===== src/rtl/mlp_pkg.sv =====
// Shared definitions for the MLP classifier front end: loader state encoding,
// result record, default feature geometry and the error label.
package mlp_pkg;

    localparam int         NUM_FEATURES_DEF = 63;
    localparam int         FEATURE_W_DEF    = 8;
    localparam logic [7:0] LABEL_ERR        = 8'hFF;

    typedef enum logic [2:0] {
        ST_FILL,
        ST_START,
        ST_WAIT,
        ST_HOLD,
        ST_DRAIN
    } loader_state_t;

    // Result presented downstream: error flag plus label.
    typedef struct packed {
        logic       err;
        logic [7:0] label;
    } loader_result_t;

    function automatic loader_result_t err_result();
        loader_result_t r;
        r.err   = 1'b1;
        r.label = LABEL_ERR;
        return r;
    endfunction

endpackage


===== src/rtl/mlp_feature_buffer.sv =====
// Feature vector register: byte-indexed write, feature k lands in bits
// [k*FEATURE_W +: FEATURE_W] so the first byte of a sample sits in the LSBs.
module mlp_feature_buffer #(
    parameter int NUM_FEATURES = 63,
    parameter int FEATURE_W    = 8,
    parameter int IDX_W        = $clog2(NUM_FEATURES)
) (
    input  logic                              clk,
    input  logic                              rst,
    input  logic                              we,
    input  logic [IDX_W-1:0]                  index,
    input  logic [FEATURE_W-1:0]              data,
    output logic [NUM_FEATURES*FEATURE_W-1:0] vector
);

    // Write the addressed feature slot; all other slots keep their contents.
    always_ff @(posedge clk or negedge rst) begin
        if (!rst) begin
            vector <= '0;
        end else if (we) begin
            for (int i = 0; i < NUM_FEATURES; i++) begin
                if (index == IDX_W'(i))
                    vector[i*FEATURE_W +: FEATURE_W] <= data;
            end
        end
    end

endmodule


===== src/rtl/mlp_feature_loader.sv =====
// Upstream loader for the MLP classifier: assembles a sample byte stream into
// the MLP feature vector, issues start, captures the label and hands it on
// over a valid/ready port. Frame errors (short/long) yield label 8'hFF.
// Optional WAIT watchdog: define MLP_LOADER_TIMEOUT_EN.
module mlp_feature_loader
    import mlp_pkg::*;
#(
    parameter int NUM_FEATURES   = NUM_FEATURES_DEF,
    parameter int FEATURE_W      = FEATURE_W_DEF,
    parameter int TIMEOUT_CYCLES = 4095
) (
    input  logic                              clk,
    input  logic                              rst,
    input  logic                              s_valid,
    input  logic [FEATURE_W-1:0]              s_data,
    input  logic                              s_last,
    output logic                              s_ready,
    output logic [NUM_FEATURES*FEATURE_W-1:0] mlp_inp,
    output logic                              mlp_start,
    input  logic                              mlp_ready,
    input  logic [7:0]                        mlp_label,
    output logic                              m_valid,
    output logic [7:0]                        m_label,
    output logic                              m_err,
    input  logic                              m_ready,
    output logic                              busy
);

    localparam int               IDX_W    = $clog2(NUM_FEATURES);
    localparam logic [IDX_W-1:0] LAST_IDX = IDX_W'(NUM_FEATURES - 1);

    loader_state_t  state;
    loader_state_t  after_hold;   // where to go once the result is taken
    logic [IDX_W-1:0] count;
    logic           seen_low;     // MLP has dropped ready since our start
    loader_result_t res;
    logic           accept;
    logic           wd_expire;

    assign s_ready = (state == ST_FILL) || (state == ST_DRAIN);
    assign busy    = (state != ST_FILL);
    assign accept  = s_valid && s_ready;
    assign m_label = res.label;
    assign m_err   = res.err;

    mlp_feature_buffer #(
        .NUM_FEATURES (NUM_FEATURES),
        .FEATURE_W    (FEATURE_W),
        .IDX_W        (IDX_W)
    ) u_buf (
        .clk    (clk),
        .rst    (rst),
        .we     (accept && (state == ST_FILL)),
        .index  (count),
        .data   (s_data),
        .vector (mlp_inp)
    );

`ifdef MLP_LOADER_TIMEOUT_EN
    localparam int WD_W = $clog2(TIMEOUT_CYCLES + 1);
    logic [WD_W-1:0] wdog;

    // Watchdog counts WAIT cycles; held at zero elsewhere so each WAIT starts fresh.
    always_ff @(posedge clk or negedge rst) begin
        if (!rst)
            wdog <= '0;
        else if (state == ST_WAIT)
            wdog <= wdog + 1'b1;
        else
            wdog <= '0;
    end

    assign wd_expire = (state == ST_WAIT) && (wdog == WD_W'(TIMEOUT_CYCLES - 1));
`else
    // No watchdog: WAIT never expires (TIMEOUT_CYCLES only matters with it).
    assign wd_expire = (TIMEOUT_CYCLES < 0);
`endif

    // Loader FSM with registered start pulse and result outputs.
    always_ff @(posedge clk or negedge rst) begin
        if (!rst) begin
            state      <= ST_FILL;
            after_hold <= ST_FILL;
            count      <= '0;
            seen_low   <= 1'b0;
            mlp_start  <= 1'b0;
            m_valid    <= 1'b0;
            res        <= '0;
        end else begin
            case (state)
                ST_FILL: begin
                    if (accept) begin
                        if (count == LAST_IDX) begin
                            if (s_last) begin
                                // Issue the pulse in the first START cycle when the MLP is idle.
                                state     <= ST_START;
                                mlp_start <= mlp_ready;
                            end else begin
                                state      <= ST_HOLD;
                                after_hold <= ST_DRAIN;
                                res        <= err_result();
                                m_valid    <= 1'b1;
                            end
                        end else if (s_last) begin
                            state      <= ST_HOLD;
                            after_hold <= ST_FILL;
                            res        <= err_result();
                            m_valid    <= 1'b1;
                        end else begin
                            count <= count + 1'b1;
                        end
                    end
                end
                ST_START: begin
                    seen_low <= 1'b0;
                    if (mlp_start) begin
                        mlp_start <= 1'b0;
                        state     <= ST_WAIT;
                    end else if (mlp_ready) begin
                        mlp_start <= 1'b1;
                    end
                end
                ST_WAIT: begin
                    // Completion needs a ready edge after our start; it beats the watchdog.
                    if (mlp_ready && seen_low) begin
                        res.err    <= 1'b0;
                        res.label  <= mlp_label;
                        m_valid    <= 1'b1;
                        after_hold <= ST_FILL;
                        state      <= ST_HOLD;
                    end else if (wd_expire) begin
                        res        <= err_result();
                        m_valid    <= 1'b1;
                        after_hold <= ST_FILL;
                        state      <= ST_HOLD;
                    end else if (!mlp_ready) begin
                        seen_low <= 1'b1;
                    end
                end
                ST_HOLD: begin
                    if (m_ready) begin
                        m_valid <= 1'b0;
                        count   <= '0;
                        state   <= after_hold;
                    end
                end
                ST_DRAIN: begin
                    if (accept && s_last)
                        state <= ST_FILL;
                end
                default: state <= ST_FILL;
            endcase
        end
    end

endmodule


===== config.mk =====
export PLATFORM = sky130hd
export DESIGN_NAME = mlp_feature_loader
export DESIGN_NICKNAME = d
export VERILOG_FILES = /design/src/rtl/mlp_pkg.sv /design/src/rtl/mlp_feature_buffer.sv /design/src/rtl/mlp_feature_loader.sv
export SDC_FILE = /design/constraint.sdc
export NUM_CORES = 1
export LEC_CHECK = 0
export ABC_AREA = 1
export CAP_MARGIN = 20
export CORE_MARGIN = 5
export CORE_UTILIZATION = 40
export CTS_CLUSTER_DIAMETER = 40
export DETAILED_ROUTE_END_ITERATION = 8
export PLACE_DENSITY = 0.77
export SYNTH_ARGS = -nofsm -noshare
export SYNTH_HDL_FRONTEND = slang
export SYNTH_SLANG_ARGS = --single-unit

===== constraint.sdc =====
create_clock -name clk -period 2.66 [get_ports clk]
set_clock_uncertainty 0.1 [all_clocks]
set_input_delay 0.532 -clock clk [delete_from_list [all_inputs] [get_ports clk]]
set_output_delay 0.532 -clock clk [all_outputs]
set_load 0.01 [all_outputs]

# --- Word level (Yosys, flattened, before mapping) ---
# Cells that the tools add are included.
op_classes:
  reduce_logical: 82
  eq_ne: 79
  muxes: 42
  add_sub_neg: 1
ops:
  columns: ["operator", "count"]
  rows:
  - ["6-bit equality test, second input constant", 31]
  - ["2-bit AND reduction", 63]
  - ["6-bit by 5-bit equality test with 1-bit output, second input constant", 16]
  - ["6-bit by 4-bit equality test with 1-bit output, second input constant", 8]
  - ["9-bit two-way mux", 5]
  - ["3-bit two-way mux", 12]
  - ["6-bit by 3-bit equality test with 1-bit output, second input constant", 4]
  - ["6-bit two-way mux", 4]
  - ["2-bit inequality test, second input constant", 9]
  - ["9-bit case mux with 2 select lines", 1]
  - ["3-bit case mux with 5 select lines", 1]
  - ["1-bit two-way mux", 13]
  - ["6-bit by 2-bit equality test with 1-bit output, second input constant", 2]
  - ["6-bit case mux with 2 select lines", 1]
  - ["6-bit AND reduction", 2]
  - ["5-bit AND reduction", 2]
  - ["2-bit nonzero test", 4]
  - ["6-bit by 1-bit adder with 6-bit output, second input constant", 1]
  - ["3-bit by 2-bit equality test with 1-bit output, second input constant", 2]
  - ["6-bit by 1-bit equality test with 1-bit output, second input constant", 1]
  - ["6-bit logical NOT", 1]
  - ["3-bit case mux with 2 select lines", 1]
  - ["3-bit nonzero test", 2]
  - ["1-bit logical AND", 4]
  - ["12 further kinds", 14]
totals:
  word_cells: 275
  regBits: 528

# --- Longest topological paths before layout ---
depth:
  ltp_word: 6
  mapped_depth: 11
  depth_no_buf: 9

# --- By module ---
# A second synthesis with hierarchy kept.
unflattened:
  hier_cells: 2454
  area_unflattened_um2: 21226.6
by_module_without_submodules:
  columns: ["mod", "area_per_inst_um2", "instances", "cells_per_inst"]
  rows:
  - ["mlp_feature_buffer", 19927.9, 1, 2275]
  - ["mlp_feature_loader", 1298.7, 1, 179]

# --- Worst setup path before layout ---
# No wires, ideal clock.
synth_path:
  path_kind: "reg2reg"
  startpoint: "reg count[0]"
  endpoint: "reg res (netlist bit m_label[0])"
  arrival_time_ps: 1759
  setup_time_ps: 117
  path_stages_with_launch: 11
  period_less_slack_ps: 1976
  required_time_ps: 2443
  path_buffers: 1
  path_slack_ps: 684
  cell_sequence: "dfrtp_1 -> inv_1 -> ha_1 -> nand3_1 -> nor2_1 -> nand2_1 -> nand2_1 -> nand3_1 -> buf_2 -> nand2_1 -> nand2_1"
synth_via:
  elab_chain_len: 4
  elab_cells_between_ends: 7
  cone_classes: "3 x eq/ne; 3 x mux; 1 x reduce/logical"
synth_lines:
  columns: ["element", "line_no", "source"]
  rows:
  - ["start, declared", "mlp_feature_loader.sv:34", "logic [IDX_W-1:0] count;"]
  - ["start signal, assigned", "mlp_feature_loader.sv:110", "count <= count + 1'b1;"]
  - ["6-bit equality test *", "mlp_feature_loader.sv:93", "if (count == LAST_IDX) begin"]
  - ["9-bit two-way mux", "mlp_feature_loader.sv:93", null]
  - ["9-bit two-way mux", "mlp_feature_loader.sv:92", "if (accept) begin"]
  - ["9-bit case mux with 2 select lines", "mlp_feature_loader.sv:90", "case (state)"]
  - ["end signal, assigned", "mlp_feature_loader.sv:101", "res <= err_result();"]
  - ["end signal, assigned", "mlp_feature_loader.sv:107", "res <= err_result();"]
  - ["end signal, assigned", "mlp_feature_loader.sv:132", "res <= err_result();"]
  - ["end, declared", "mlp_feature_loader.sv:36", "loader_result_t res;"]
# Mark *: on every way between the ends. The rest lies on a longest branch, timed or not. The select of a mux whose other input is x is not followed.
# A chain may end at the register's enable or synchronous reset.

# --- Worst setup path after layout ---
layout_path:
  startpoint: "reg state[0]"
  endpoint: "out busy"
layout_via:
  elab_chain_len: 1
layout_lines:
  columns: ["element", "line_no", "source"]
  rows:
  - ["start, declared", "mlp_feature_loader.sv:32", "loader_state_t state;"]
  - ["start signal, assigned", "mlp_feature_loader.sv:144", "state <= after_hold;"]
  - ["3-bit nonzero test", "mlp_feature_loader.sv:41", "assign busy = (state != ST_FILL);"]
  - ["end, declared", "mlp_feature_loader.sv:26", "output logic busy"]
# No other way between the ends.

==> flow_metrics.env <==
export IMPL_final_cell_mix="nand2_1, clkdlybuf4s50_1, dfrtp_1, o21ai_1, o21ai_0"
export IMPL_design_die_area_sq_um=54550
export IMPL_fillers=4030
export IMPL_grt_setup_unrepaired="no"
export IMPL_crit_buf_inv=1
export IMPL_critPathMaxFanout=7
export IMPL_synth_top_area_cell="dfrtp_1"
export IMPL_start_util_pct=40.17
export IMPL_routed_via_count=16580
export IMPL_final_max_slew_violation_count=0
export IMPL_drc_errors=0
export IMPL_hp_class="in -> async"
export IMPL_yosysWarnings=0
export IMPL_cts_tree="done"
export IMPL_crit_chain="nor2_4 -> nand2_4 -> clkdlybuf4s50_1"
export IMPL_end_kind="output pin"
export IMPL_ff2ff_path_depth=7
export IMPL_path_delay_family="buffers and inverters"
export IMPL_cts_max_level=3
export IMPL_grt_antenna_before_repair=0
export IMPL_cpPeakStageDelay_ns=0.59
export IMPL_irDropWorstVdd_v=0.0005337
export IMPL_grt_pass1_vias=16830
export IMPL_syn_nets=1947
export IMPL_grtUsageTotal_pct=24.77
export IMPL_p_leak_nw=13.15
export IMPL_numCtsBuffers=76
export IMPL_ys_seq_area_share_pct=65.84
export IMPL_cpMaxStageDelayCell="clkdlybuf4s50_1"
export IMPL_hold_ws_ns=0.3534
export IMPL_top_level_ports=539
export IMPL_yosysUniqueCellTypes=29
export IMPL_status="completed"
export IMPL_grt_pass1_wl_mm=103.4
export IMPL_maxSlewHeadroom_pct=48.11
export IMPL_drive_above_1_share_pct=10.80
export IMPL_gp_congestion=0.8403
export IMPL_period_share_pct=95.70
export IMPL_via_per_inst=5.168
export IMPL_setup_ws_ns=0.1144
export IMPL_worst_skew_pair_late_latency_ns=0.60
export IMPL_cts_num_sinks=526
export IMPL_period_needed_ns=2.546
export IMPL_cts_root_buf="clkbuf_16"
export IMPL_dpl_hpwl_mm=45.41
export IMPL_maxCapViolations=0
export IMPL_drt_initial_drc_count=1185
export IMPL_final_area_sq_um=28730
export IMPL_setup_viol=0
export IMPL_antenna_cells=0
export IMPL_syn_area_sq_um=19990
export IMPL_hold_viol_final=0
export IMPL_ant_nets=0
export IMPL_cts_buffer_depth=3
export IMPL_powerDensity_nw_per_um2=795.0
export IMPL_worstMarginPinSlew_ns=0.7767
export IMPL_synth_seq_cells=526
export IMPL_numPortBuffers=538
export IMPL_dr_pass1_iters=5
export IMPL_clk_pin_slew_ns=0.06
export IMPL_cp_depth=3
export IMPL_worstPathRequired_ns=2.03
export IMPL_finalNetCount=2500
export IMPL_wl_per_cell_um=21.49
export IMPL_routed_wl_mm=68.93
export IMPL_synth_top_area_share_pct=65.84
export IMPL_clock_fmax_mhz=392.8
export IMPL_grt_max_degree=86
export IMPL_crit_path_start_kind="flop"
export IMPL_synth_top_cells_by_area="dfrtp_1, nand2_1, o21ai_1"
export IMPL_place_area_sq_um=26110
export IMPL_syn_inst=1921
export IMPL_pre_cts_ws_ns=-0.09006
export IMPL_arrival_ns=1.91
export IMPL_dieWidth_um=233.6
export IMPL_final_common_cell="nand2_1"
export IMPL_die_y_um=233.6
export IMPL_synth_avg_cell_area_sq_um=10.41
export IMPL_row_count=82
export IMPL_core_area_sq_um=49760
export IMPL_path_class="reg -> out"
export IMPL_overflow=0
export IMPL_syn2layout_area_growth_pct=43.71
[final timing paths]
check	startpoint	to	slack, ns
max in group asynchronous	rst	u_buf.vector[290]$_DFFE_PN0P_	1.10
min	rst	u_buf.vector[355]$_DFFE_PN0P_	0.35
max	state[0]$_DFFE_PN0P_	busy	0.11
min in group clk	m_err$_DFFE_PN0P_	m_err$_DFFE_PN0P_	0.38
min reg2reg	m_err$_DFFE_PN0P_	m_err$_DFFE_PN0P_	0.38
max reg2reg	count[0]$_DFFE_PN0P_	u_buf.vector[259]$_DFFE_PN0P_	0.23
[flip-flops by register name, summed over array words and instances, names as in the netlist]
register / flops
u_buf.vector: 504
after_hold: 1
m_err: 1
mlp_start: 1
seen_low: 1
m_label: 8
count: 6
state: 3
m_valid: 1
[report_power, final]
part           switching (mW)  internal, mW  total, mW
combinational            2.08          1.61       3.69
sequential              0.440          8.62       9.06
clock                    4.11          5.98       10.1
total                    6.63          16.2       22.8
[through the flow]
stage	total power [mW]	util, %	cells	setup TNS, ns
floorplan	10.76	-	1921	0
global placement	12.71	52.47	3066	0
detailed placement	12.85	52.47	3066	-0.2257
CTS	23.01	57.70	3207	0
global route	23.72	57.73	3208	0
finish	22.84	57.73	3208	0
[Yosys cell counts, drive strengths merged]
| cell | number |
|---|---|
| nand4 | 26 |
| nor3b | 1 |
| inv | 30 |
| xor2 | 3 |
| nand2 | 631 |
| clkbuf | 75 |
| a21oi | 1 |
| a21boi | 2 |
| o21a | 1 |
| buf | 52 |
| nor2 | 34 |
| or2 | 8 |
| nand3 | 17 |
| nor3 | 1 |
| o21ai | 507 |
| nand3b | 1 |
| clkinv | 1 |
| dfrtp | 526 |
| ha | 4 |
[kinds of logic after synthesis]
group / synth area share [%]
AOI/OAI and AO/OA: 12.83
xor gates and xnor gates: 0.1315
DFF: 65.84
adders and majority gates: 0.2504
buffers and inverters: 4.532
and+or+nand+nor: 16.41
[routing by layer]
| layer | GRT usage, % | vias to the layer above | part of all wire [%] |
|---|---|---|---|
| li1 | - | 7457 | - |
| met1 | 31.22 | 8148 | 39 |
| met2 | 39.42 | 797 | 47 |
| met3 | 7.488 | 177 | 9.3 |
| met4 | 11.53 | 0 | 4.6 |
| met5 | 0 | - | 0 |
[cell type report]
type | count | area, sq um | share of cell area, %
clock inverters | 57 | 649.4 | 2.260
inverters | 31 | 116.4 | 0.4050
multi-input cells | 1237 | 5932 | 20.65
repair buffers | 602 | 6088 | 21.19
well taps | 672 | 840.8 | 2.927
flip-flops and latches | 526 | 13160 | 45.82
clock buffers | 83 | 1938 | 6.746
[what timing repair did]
item,CTS,global route
endpoints found under the hold margin,47,0
setup endpoints to repair,1,21
pin swaps,0,1
buffers inserted,0,1
gates cloned,0,0
hold buffers,1,0
resized for setup,2,3
(Power assumes the default switching activity.)
